**src/rtl/bwt_seq_ctrl.sv**
```systemverilog
// Sequencing controller for the bwt transform core: loads one block from the
// input stream, supervises the sort, then drains the core to the output stream.
module bwt_seq_ctrl #(
   parameter int MAX_LEN      = 1023,
   parameter int SORT_TIMEOUT = 4096
) (
   input  logic       i_clk,
   input  logic       i_rst,
   input  logic       i_s_valid,
   output logic       o_s_ready,
   input  logic [7:0] i_s_data,
   input  logic       i_s_last,
   output logic       o_m_valid,
   input  logic       i_m_ready,
   output logic [7:0] o_m_data,
   output logic       o_m_last,
   output logic       o_core_clr,
   output logic       o_core_en,
   output logic [9:0] o_core_adr,
   output logic [7:0] o_core_in,
   output logic [9:0] o_core_len,
   input  logic [7:0] i_core_out,
   input  logic       i_core_done,
   output logic       o_busy,
   output logic       o_err_timeout,
   output logic       o_err_ovf
);

   localparam int TW = $clog2(SORT_TIMEOUT + 1);

   typedef enum logic [2:0] {
      S_IDLE, S_CLR, S_LOAD, S_SORT, S_RD_ADDR, S_RD_CAP, S_EMIT
   } state_t;

   state_t          r_state;
   logic [9:0]      r_cnt;
   logic [9:0]      r_ri;
   logic [9:0]      r_len;
   logic [TW-1:0]   r_tcnt;
   logic [7:0]      r_mdata;
   logic            r_mlast;
   logic            r_clr;
   logic            r_eto;
   logic            r_eovf;

   logic            w_beat;
   logic [9:0]      w_cnt1;
   logic            w_end;
   logic            w_rd;

   assign w_beat = (r_state == S_LOAD) && i_s_valid;
   assign w_cnt1 = r_cnt + 10'd1;
   // A block ends on s_last or when the MAX_LEN-th byte arrives without it.
   assign w_end  = i_s_last || (w_cnt1 == 10'(MAX_LEN));
   assign w_rd   = (r_state == S_RD_ADDR) || (r_state == S_RD_CAP) || (r_state == S_EMIT);

   always_ff @(posedge i_clk) begin
      if (i_rst) begin
         r_state <= S_IDLE;
         r_cnt   <= '0;
         r_ri    <= '0;
         r_len   <= '0;
         r_tcnt  <= '0;
         r_mdata <= '0;
         r_mlast <= 1'b0;
         r_clr   <= 1'b0;
         r_eto   <= 1'b0;
         r_eovf  <= 1'b0;
      end else begin
         r_clr <= 1'b0;
         case (r_state)
            S_IDLE: begin
               if (i_s_valid) begin
                  r_state <= S_CLR;
                  r_clr   <= 1'b1;
               end
            end
            S_CLR: begin
               r_cnt   <= '0;
               r_len   <= '0;
               r_eto   <= 1'b0;
               r_eovf  <= 1'b0;
               r_state <= S_LOAD;
            end
            S_LOAD: begin
               if (w_beat) begin
                  r_cnt <= w_cnt1;
                  if (w_end) begin
                     r_len   <= w_cnt1;
                     r_eovf  <= ~i_s_last;
                     r_ri    <= '0;
                     r_tcnt  <= '0;
                     r_state <= (w_cnt1 == 10'd1) ? S_RD_ADDR : S_SORT;
                  end
               end
            end
            S_SORT: begin
               if (i_core_done) begin
                  r_ri    <= '0;
                  r_state <= S_RD_ADDR;
               end else if (r_tcnt == TW'(SORT_TIMEOUT - 1)) begin
                  r_eto   <= 1'b1;
                  r_state <= S_IDLE;
               end else begin
                  r_tcnt <= r_tcnt + 1'b1;
               end
            end
            S_RD_ADDR: r_state <= S_RD_CAP;
            S_RD_CAP: begin
               r_mdata <= i_core_out;
               r_mlast <= (r_ri == r_len - 10'd1);
               r_state <= S_EMIT;
            end
            S_EMIT: begin
               if (i_m_ready) begin
                  if (r_mlast) begin
                     r_state <= S_IDLE;
                  end else begin
                     r_ri    <= r_ri + 10'd1;
                     r_state <= S_RD_ADDR;
                  end
               end
            end
            default: r_state <= S_IDLE;
         endcase
      end
   end

   // Load strobes follow the handshake directly so the core sees en low in SORT.
   assign o_s_ready     = (r_state == S_LOAD);
   assign o_core_en     = w_beat;
   assign o_core_in     = w_beat ? i_s_data : 8'd0;
   assign o_core_adr    = (r_state == S_LOAD) ? r_cnt : (w_rd ? r_ri : 10'd0);
   assign o_core_len    = r_len;
   assign o_core_clr    = r_clr | i_rst;
   assign o_m_valid     = (r_state == S_EMIT);
   assign o_m_data      = r_mdata;
   assign o_m_last      = r_mlast;
   assign o_busy        = (r_state != S_IDLE);
   assign o_err_timeout = r_eto;
   assign o_err_ovf     = r_eovf;

endmodule

```
**config.mk**
```make
export PLATFORM = sky130hd
export DESIGN_NAME = bwt_seq_ctrl
export DESIGN_NICKNAME = d
export VERILOG_FILES = /design/src/rtl/bwt_seq_ctrl.sv
export SDC_FILE = /design/constraint.sdc
export NUM_CORES = 1
export LEC_CHECK = 0
export ABC_AREA = 1
export BUFFER_PORTS_ARGS = -buffer_cell sky130_fd_sc_hd__buf_2
export CORE_UTILIZATION = 42
export DETAILED_ROUTE_END_ITERATION = 8
export GPL_TIMING_DRIVEN = 0
export SYNTH_ARGS = -nofsm -noshare
export SYNTH_HDL_FRONTEND = slang
export SYNTH_SLANG_ARGS = --single-unit
export TNS_END_PERCENT = 1
```
**constraint.sdc**
```tcl
create_clock -name i_clk -period 4.35 [get_ports i_clk]
set_input_delay 0.87 -clock i_clk [delete_from_list [all_inputs] [get_ports i_clk]]
set_output_delay 0.87 -clock i_clk [all_outputs]
set_load 0.03 [all_outputs]
```
==> run_results.csv, run 1 <==
group,metric,value,unit
grt,grt_pass1_vias,3902,
min_path,min_to,"r_ri[8]",
routing,drt_iter0_drc,170,
power,p_seq_share,29.2,%
grt,grt_max_degree,11,
place,gp_congestion,0.872,
sta,relSlewSlack,59.2,%
clock_tree,root_buffer,"clkbuf_8",
setup_path,reg2reg_depth,13,
floorplanning,fp.dieH,97.7,um
finish,final_cells,794,
finish,syn_to_final_growth,17.0,%
routing,totalWireLength,11.2,mm
setup_path,worst-endpoint-required,3.48,ns
outcome,status,"complete, but fails checks",
power,p_leak,2.03,nW
run,maxCapViolations,0,
clock_tree,cts_tree,"done",
setup_path,cp_data_arrival_time,2.30,ns
setup_path,rrSetupSlack,2.21,ns
setup_path,critPathKind,"flip-flop to output pin",
sta,skew,0.00663,ns
setup_path,critPathLaunchType,"flip-flop",
grt,grt_overflow,0,
yosys,ys_seq_area_share,30.2,%
sta,fmax,316,MHz
floorplanning,pin_count,66,
power,p_comb_share,49.5,%
clock_tree,postCtsSetupBuffers,0,
power,pwr-share-clk,21.4,%
sta,hold_viol,0,
routing,antenna_left,0,
yosys,ys_ff_latch,58,
yosys,synth_top_cell_area_share,30.2,%
yosys,synthArstFlopShare,0,%
yosys,synthTopCellsByArea,"dfxtp_1, nand2_1, nor2_1",
min_path,min_path_type,"flip-flop to flip-flop",
sta,grt_setup_unrepaired,"false",
finish,layout-drive-gt1-share,16.9,%
yosys,synth.distinct_cells,36,
finish,final_nets,709,
outcome,violations,"DRC",
clock_tree,insertion_delay,0.34,ns
finish,regArea,0.00116,mm^2
sta,finalSetupTns,0,ns
finish,nFillCells,932,
floorplanning,core.rowCount,34,
clock_tree,ctsHoldBuffers,0,
power,power.density,544,mW/mm^2
place,placed_cells,778,
yosys,netlist_area,0.00384,mm^2
routing,wl_per_cell,14.1,um
clock_tree,cts.sinks,58,
min_path,hold_path_depth,2,
sta,min_period_over_period,72.8,%
clock_tree,cts_resized,0,
clock_tree,numCtsBuffers,9,
power,p_int,1.31,mW
sta,fin_ws,1.18,ns
finish,n_antenna_cell,0,
finish,multi_input_area,0.00230,mm^2
routing,drtPass1Iterations,7,
routing,post-route-drc-count,10,
setup_path,r2r-start,"r_cnt[1]",
place,dp_hpwl,8.37,mm
floorplanning,chipWidth,97.7,um
sta,slew_violations,0,
clock_tree,htree_num_levels,3,
grt,grt_pass1_wl,18.7,mm
yosys,yosysWarnings,0,
floorplanning,dieArea,0.00954,mm^2
clock_tree,cts_buffer_depth,2,
yosys,syn_nets,634,
sta,worst_pin_slew,0.612,ns
yosys,synth_top_area_cell,"dfxtp_1",
power,swShare,46.4,%
power,ir_drop,0.000229,V
sta,setup_viol,0,
grt,grt_usage,24.5,%
setup_path,setup.worst_path.end_class,"output pin",
power,p_switching,1.13,mW
min_path,min_from,"r_ri[8]",
grt,antenna_found_initial,0,
place,port_buffers,64,
routing,vias,4105,
yosys,syn_avg_cell_area,6.34,um^2
clock_tree,clkTransAtPathRegs,0.07,ns
yosys,ys.flop_type,"dfxtp_1",
setup_path,regToRegEndpoint,"o_core_len[4]",
yosys,synth-edff-count,0,
routing,avgViaCountPerCell,5.17,
floorplanning,start_util,43.7,%
place,dp_slack,1.57,ns
sta,min_period,3.17,ns
yosys,syn_inst,606,
setup_path,cp_max_fo,10,
floorplanning,core-area,0.00881,mm^2
stage by stage:
stage	hold WS (ns)	instance area [um^2]	total power [mW]	util, %
floorplan	0.466	3840	1.62	-
global placement	0.479	4300	1.90	48.8
detailed placement	0.484	4300	1.92	48.8
CTS	0.496	4500	2.45	51.1
global route	0.518	4500	2.64	51.1
finish	0.493	4500	2.45	51.1
critical path, cell delays in order, from the launching register on:
cell,delay [ns]
dfxtp_1,0.41
inv_2,0.06
nor2_2,0.13
inv_2,0.07
nor2_4,0.18
inv_2,0.10
clkbuf_1,0.24
clkbuf_1,0.28
o21ai_0,0.26
buf_2,0.24
cell usage after synthesis (5+ instances only):
cell        n
o21ai_0    19
nor2_2      5
nor2_1    110
inv_1      62
inv_2       6
nor3_1      9
a21oi_1    39
ha_1        6
buf_2       6
nand3_1    33
dfxtp_1    58
nor2_4      6
xnor2_1     5
o22ai_1     5
nand2_1   152
clkbuf_1   11
xor2_1     15
nand4_1    29
how the worst max path moves through the flow:
stage,from,depth (start not counted),end
after floorplan,i_s_valid,4,o_core_in[0]
after global placement,r_state[1],9,o_core_adr[0]
after detailed placement,r_state[1],9,o_core_adr[0]
after CTS,r_state[1],9,o_core_adr[0]
after global routing,r_state[1],9,o_core_adr[9]
final,r_state[1],9,o_core_adr[9]
layout by cell type (no fill, tap or decap), drive strengths merged:
| cell | instances |
|---|---|
| ha | 6 |
| o22ai | 5 |
| clkbuf | 25 |
| xor2 | 15 |
| o211a | 1 |
| nor3 | 9 |
| nor3b | 2 |
| xnor2 | 5 |
| a211oi | 1 |
| inv | 68 |
| or2 | 3 |
| buf | 74 |
| nand3 | 37 |
| bufinv | 1 |
| dfxtp | 58 |
| o21ai | 21 |
| nor2b | 1 |
| xnor3 | 3 |
| nand3b | 1 |
| nor2 | 121 |
| a21oi | 39 |
| nand2 | 157 |
| clkinv | 2 |
| o21bai | 2 |
| nand4 | 29 |
cells by family (layout without fill, tap and decap cells):
| kind of cell | after synthesis | in the layout | synth area share, % |
|---|---|---|---|
| AND/OR/NAND/NOR | 360 | 360 | 42.1 |
| XOR/XNOR | 23 | 23 | 6.31 |
| flip-flops | 58 | 58 | 30.2 |
| AO/OA/AOI/OAI | 69 | 69 | 9.47 |
| buffers and inverters | 90 | 170 | 9.99 |
| adder cells (fa/ha/maj) | 6 | 6 | 1.95 |
power by group through the flow:
stage / Sequential, mW / Clock, mW / Combinational (mW)
3_5_place_dp: 0.724 / 0 / 1.20
2_1_floorplan: 0.780 / 0 / 0.844
5_1_grt: 0.730 / 0.556 / 1.35
4_1_cts: 0.714 / 0.533 / 1.21
6_report: 0.714 / 0.523 / 1.21
3_3_place_gp: 0.724 / 0 / 1.18
state kept, by name, indices dropped and copies added (netlist names):
register,flops
o_core_len,10
o_err_ovf,1
o_err_timeout,1
o_m_data,8
o_m_last,1
r_clr,1
r_cnt,10
r_ri,10
r_state,3
r_tcnt,13
metal layers:
metal  GRT usage [%]  vias up  wire length, um
li1                -     2094                -
met1            31.8     1873             5150
met2            41.5      122             5280
met3            3.45       16              564
met4            8.62        0              178
met5               0        -                0
final cells by class:
type                    instances  area share, %
plain buffers                  21           2.78
clock buffers                  14           3.62
clock inverters                 2          0.779
inverters                      69           5.76
multi-input cells             458           51.1
flip-flops and latches         58           25.8
well taps                     108           3.00
repair buffers                 64           7.12
Note: power is estimated with default switching activity, not from simulation.
==> inputs of run 2 (changes only) <==
Settings changed: ABC_AREA 1 to 0.
Clock period 4.35 ns to 3.23 ns, I/O delays scaled along.
==> run 2 against run 1 <==
Effect of this change: the flow now finishes without violations; final cell count shrank 19%; setup slack lost 1.0 ns; clock power grew 27%; sequential share of layout area grew 2.0 points; area after synthesis shrank 8.3%; combinational power shrank 32%; synthesized cell count shrank 25%; critical path depth shrank 3; sequential power grew 11%; first-iteration DRC count shrank 7.1%; count of clock-buffer cells in the layout shrank 5; final area shrank 7.2%.
==> run_results.csv, run 2 <==
group,metric,value,unit
clock_tree,ctsHoldBuffers,0,
yosys,synth-edff-count,0,
sta,skew,0.0128,ns
finish,largest_register_ffs,13,
yosys,yosysWarnings,0,
yosys,synth_common_cells,"dfxtp_1, nand2_1, nor2_1",
place,placed_cells,624,
yosys,synth_most_common_cell,"dfxtp_1",
run,maxCapViolations,0,
routing,drt_iter0_drc,158,
sta,relSlewSlack,52.4,%
min_path,min_to,"r_tcnt[12]",
routing,avgViaCountPerCell,5.79,
setup_path,regToRegEndpoint,"r_tcnt[10]",
sta,hold_viol,0,
yosys,ys_ff_latch,58,
finish,final_nets,558,
yosys,synth_compound_area_share,26.3,%
outcome,status,"finished clean",
clock_tree,insertion_delay,0.34,ns
yosys,synthArstFlopShare,0,%
finish,layout-drive-gt1-share,17.9,%
sta,slew_violations,0,
sta,finalSetupTns,0,ns
sta,min_period_over_period,94.4,%
yosys,synth_xor_area_share,5.71,%
finish,final_cells,640,
place,port_buffers,64,
yosys,synth.distinct_cells,59,
finish,largest-register,"r_tcnt",
clock_tree,htree_num_levels,3,
clock_tree,clkTransAtPathRegs,0.07,ns
finish,syn_to_final_growth,18.4,%
power,p_leak,1.70,nW
floorplanning,chipWidth,93.6,um
grt,grt_pass1_vias,3380,
setup_path,worst-endpoint-required,2.58,ns
yosys,syn_avg_cell_area,7.75,um^2
setup_path,setup.worst_path.end_class,"output pin",
sta,hold_ws,0.437,ns
floorplanning,pin_count,66,
min_path,min_path_type,"flip-flop to flip-flop",
floorplanning,dieArea,0.00877,mm^2
setup_path,cp_data_arrival_time,2.40,ns
finish,fin_area,0.00418,mm^2
place,gp_congestion,0.825,
routing,vias,3708,
sta,setup_viol,0,
clock_tree,root_buffer,"clkbuf_8",
power,power.density,545,mW/mm^2
clock_tree,cts_buffer_depth,2,
power,ir_drop,0.000300,V
yosys,synth_top_area_cell,"dfxtp_1",
place,place_area,0.00398,mm^2
finish,mostFrequentLayoutCell,"buf_2",
min_path,hold_path_depth,2,
setup_path,reg2reg_depth,9,
yosys,synth_top_cell_area_share,32.9,%
finish,nFillCells,818,
setup_path,critPathLaunchType,"flip-flop",
yosys,ys_seq_area_share,32.9,%
setup_path,r2r-start,"r_cnt[0]",
yosys,synthTopCellsByArea,"dfxtp_1, nand2_1, nor2_1",
floorplanning,fp.dieH,93.6,um
yosys,synth_top_family_by_area,"compound AO/OA/AOI/OAI gates",
floorplanning,start_util,43.1,%
clock_tree,cts.sinks,58,
yosys,syn_inst,455,
sta,fmax,328,MHz
place,dp_hpwl,7.52,mm
sta,min_period,3.05,ns
clock_tree,cts_tree,"done",
grt,grt_usage,24.7,%
setup_path,rrSetupSlack,0.39,ns
yosys,synth-adder-area-share,2.13,%
yosys,muxShareOfSynthArea,2.27,%
yosys,netlist_area,0.00353,mm^2
min_path,min_from,"r_tcnt[12]",
clock_tree,numCtsBuffers,9,
setup_path,cp_max_fo,10,
grt,grt_max_degree,12,
yosys,syn_nets,483,
floorplanning,core.rowCount,33,
floorplanning,core-area,0.00818,mm^2
routing,wl_per_cell,16.1,um
yosys,synth-simple-area-share,25.3,%
grt,antenna_found_initial,0,
sta,grt_setup_unrepaired,"false",
routing,post-route-drc-count,0,
routing,antenna_left,0,
finish,n_antenna_cell,0,
routing,drtPass1Iterations,4,
routing,totalWireLength,10.3,mm
finish,layout_common_cells,"buf_2, dfxtp_1, nand2_1",
grt,grt_overflow,0,
clock_tree,cts_resized,0,
grt,grt_pass1_wl,16.7,mm
yosys,ys.flop_type,"dfxtp_1",
setup_path,critPathKind,"flip-flop to output pin",
sta,worst_pin_slew,0.714,ns
clock_tree,postCtsSetupBuffers,0,
## run 2: worst max path at each step
stage / to / startpoint / cells past startpoint / slack (ns)
after floorplan: o_core_in[0] / r_state[2] / 5 / 0.57
after global placement: r_tcnt[9] / r_cnt[0] / 9 / 0.26
after detailed placement: r_tcnt[5] / r_cnt[0] / 9 / 0.21
after CTS: o_core_in[3] / r_state[2] / 6 / 0.18
after global routing: o_core_in[4] / r_state[2] / 6 / 0.06
final: o_core_in[3] / r_state[2] / 6 / 0.18
## run 2: where the power goes
part	internal [mW]	total (mW)	switching (mW)
Combinational	0.252	0.817	0.566
Sequential	0.753	0.795	0.0412
Clock	0.354	0.665	0.311
Total	1.36	2.28	0.918
## run 2: through the flow
stage	setup slack, ns	util, %	power [mW]
global route	0.0572	51.1	2.42
CTS	0.182	51.0	2.28
floorplan	0.566	-	1.39
global placement	0.258	48.7	1.60
detailed placement	0.209	48.7	1.61
finish	0.182	51.1	2.28
## run 2: layout make-up
cell class | count | area, um^2 | share of cell area [%]
well taps | 105 | 131 | 3.15
multi-input cells | 349 | 2180 | 52.3
inverters | 15 | 56.3 | 1.35
clock buffers | 9 | 124 | 2.97
flip-flops and latches | 58 | 1160 | 27.8
repair buffers | 64 | 320 | 7.67
clock inverters | 7 | 68.8 | 1.65
plain buffers | 33 | 131 | 3.15
## run 2: cells by family (layout without fill, tap and decap cells)
group           after synthesis  in the layout
xor+xnor                     23             23
fa+ha+maj                     6              6
buf+inv                      48            128
simple gates                176            176
flops                        58             58
mux                           8              8
compound gates              136            136
## run 2: per-layer routing
| metal | part of all wire (%) | global-route usage, % |
|---|---|---|
| met2 | 47 | 40.7 |
| met5 | 0 | 0 |
| met1 | 47 | 32.2 |
| met4 | 1.0 | 6.28 |
| met3 | 5.1 | 6.10 |
## run 2: worst max-delay path, cell delays in order (launching register included)
cell and delay [ns]:
dfxtp_1 0.35, or3b_2 0.53, inv_1 0.09, clkbuf_1 0.37
clkbuf_1 0.33, and3_1 0.20, buf_2 0.19
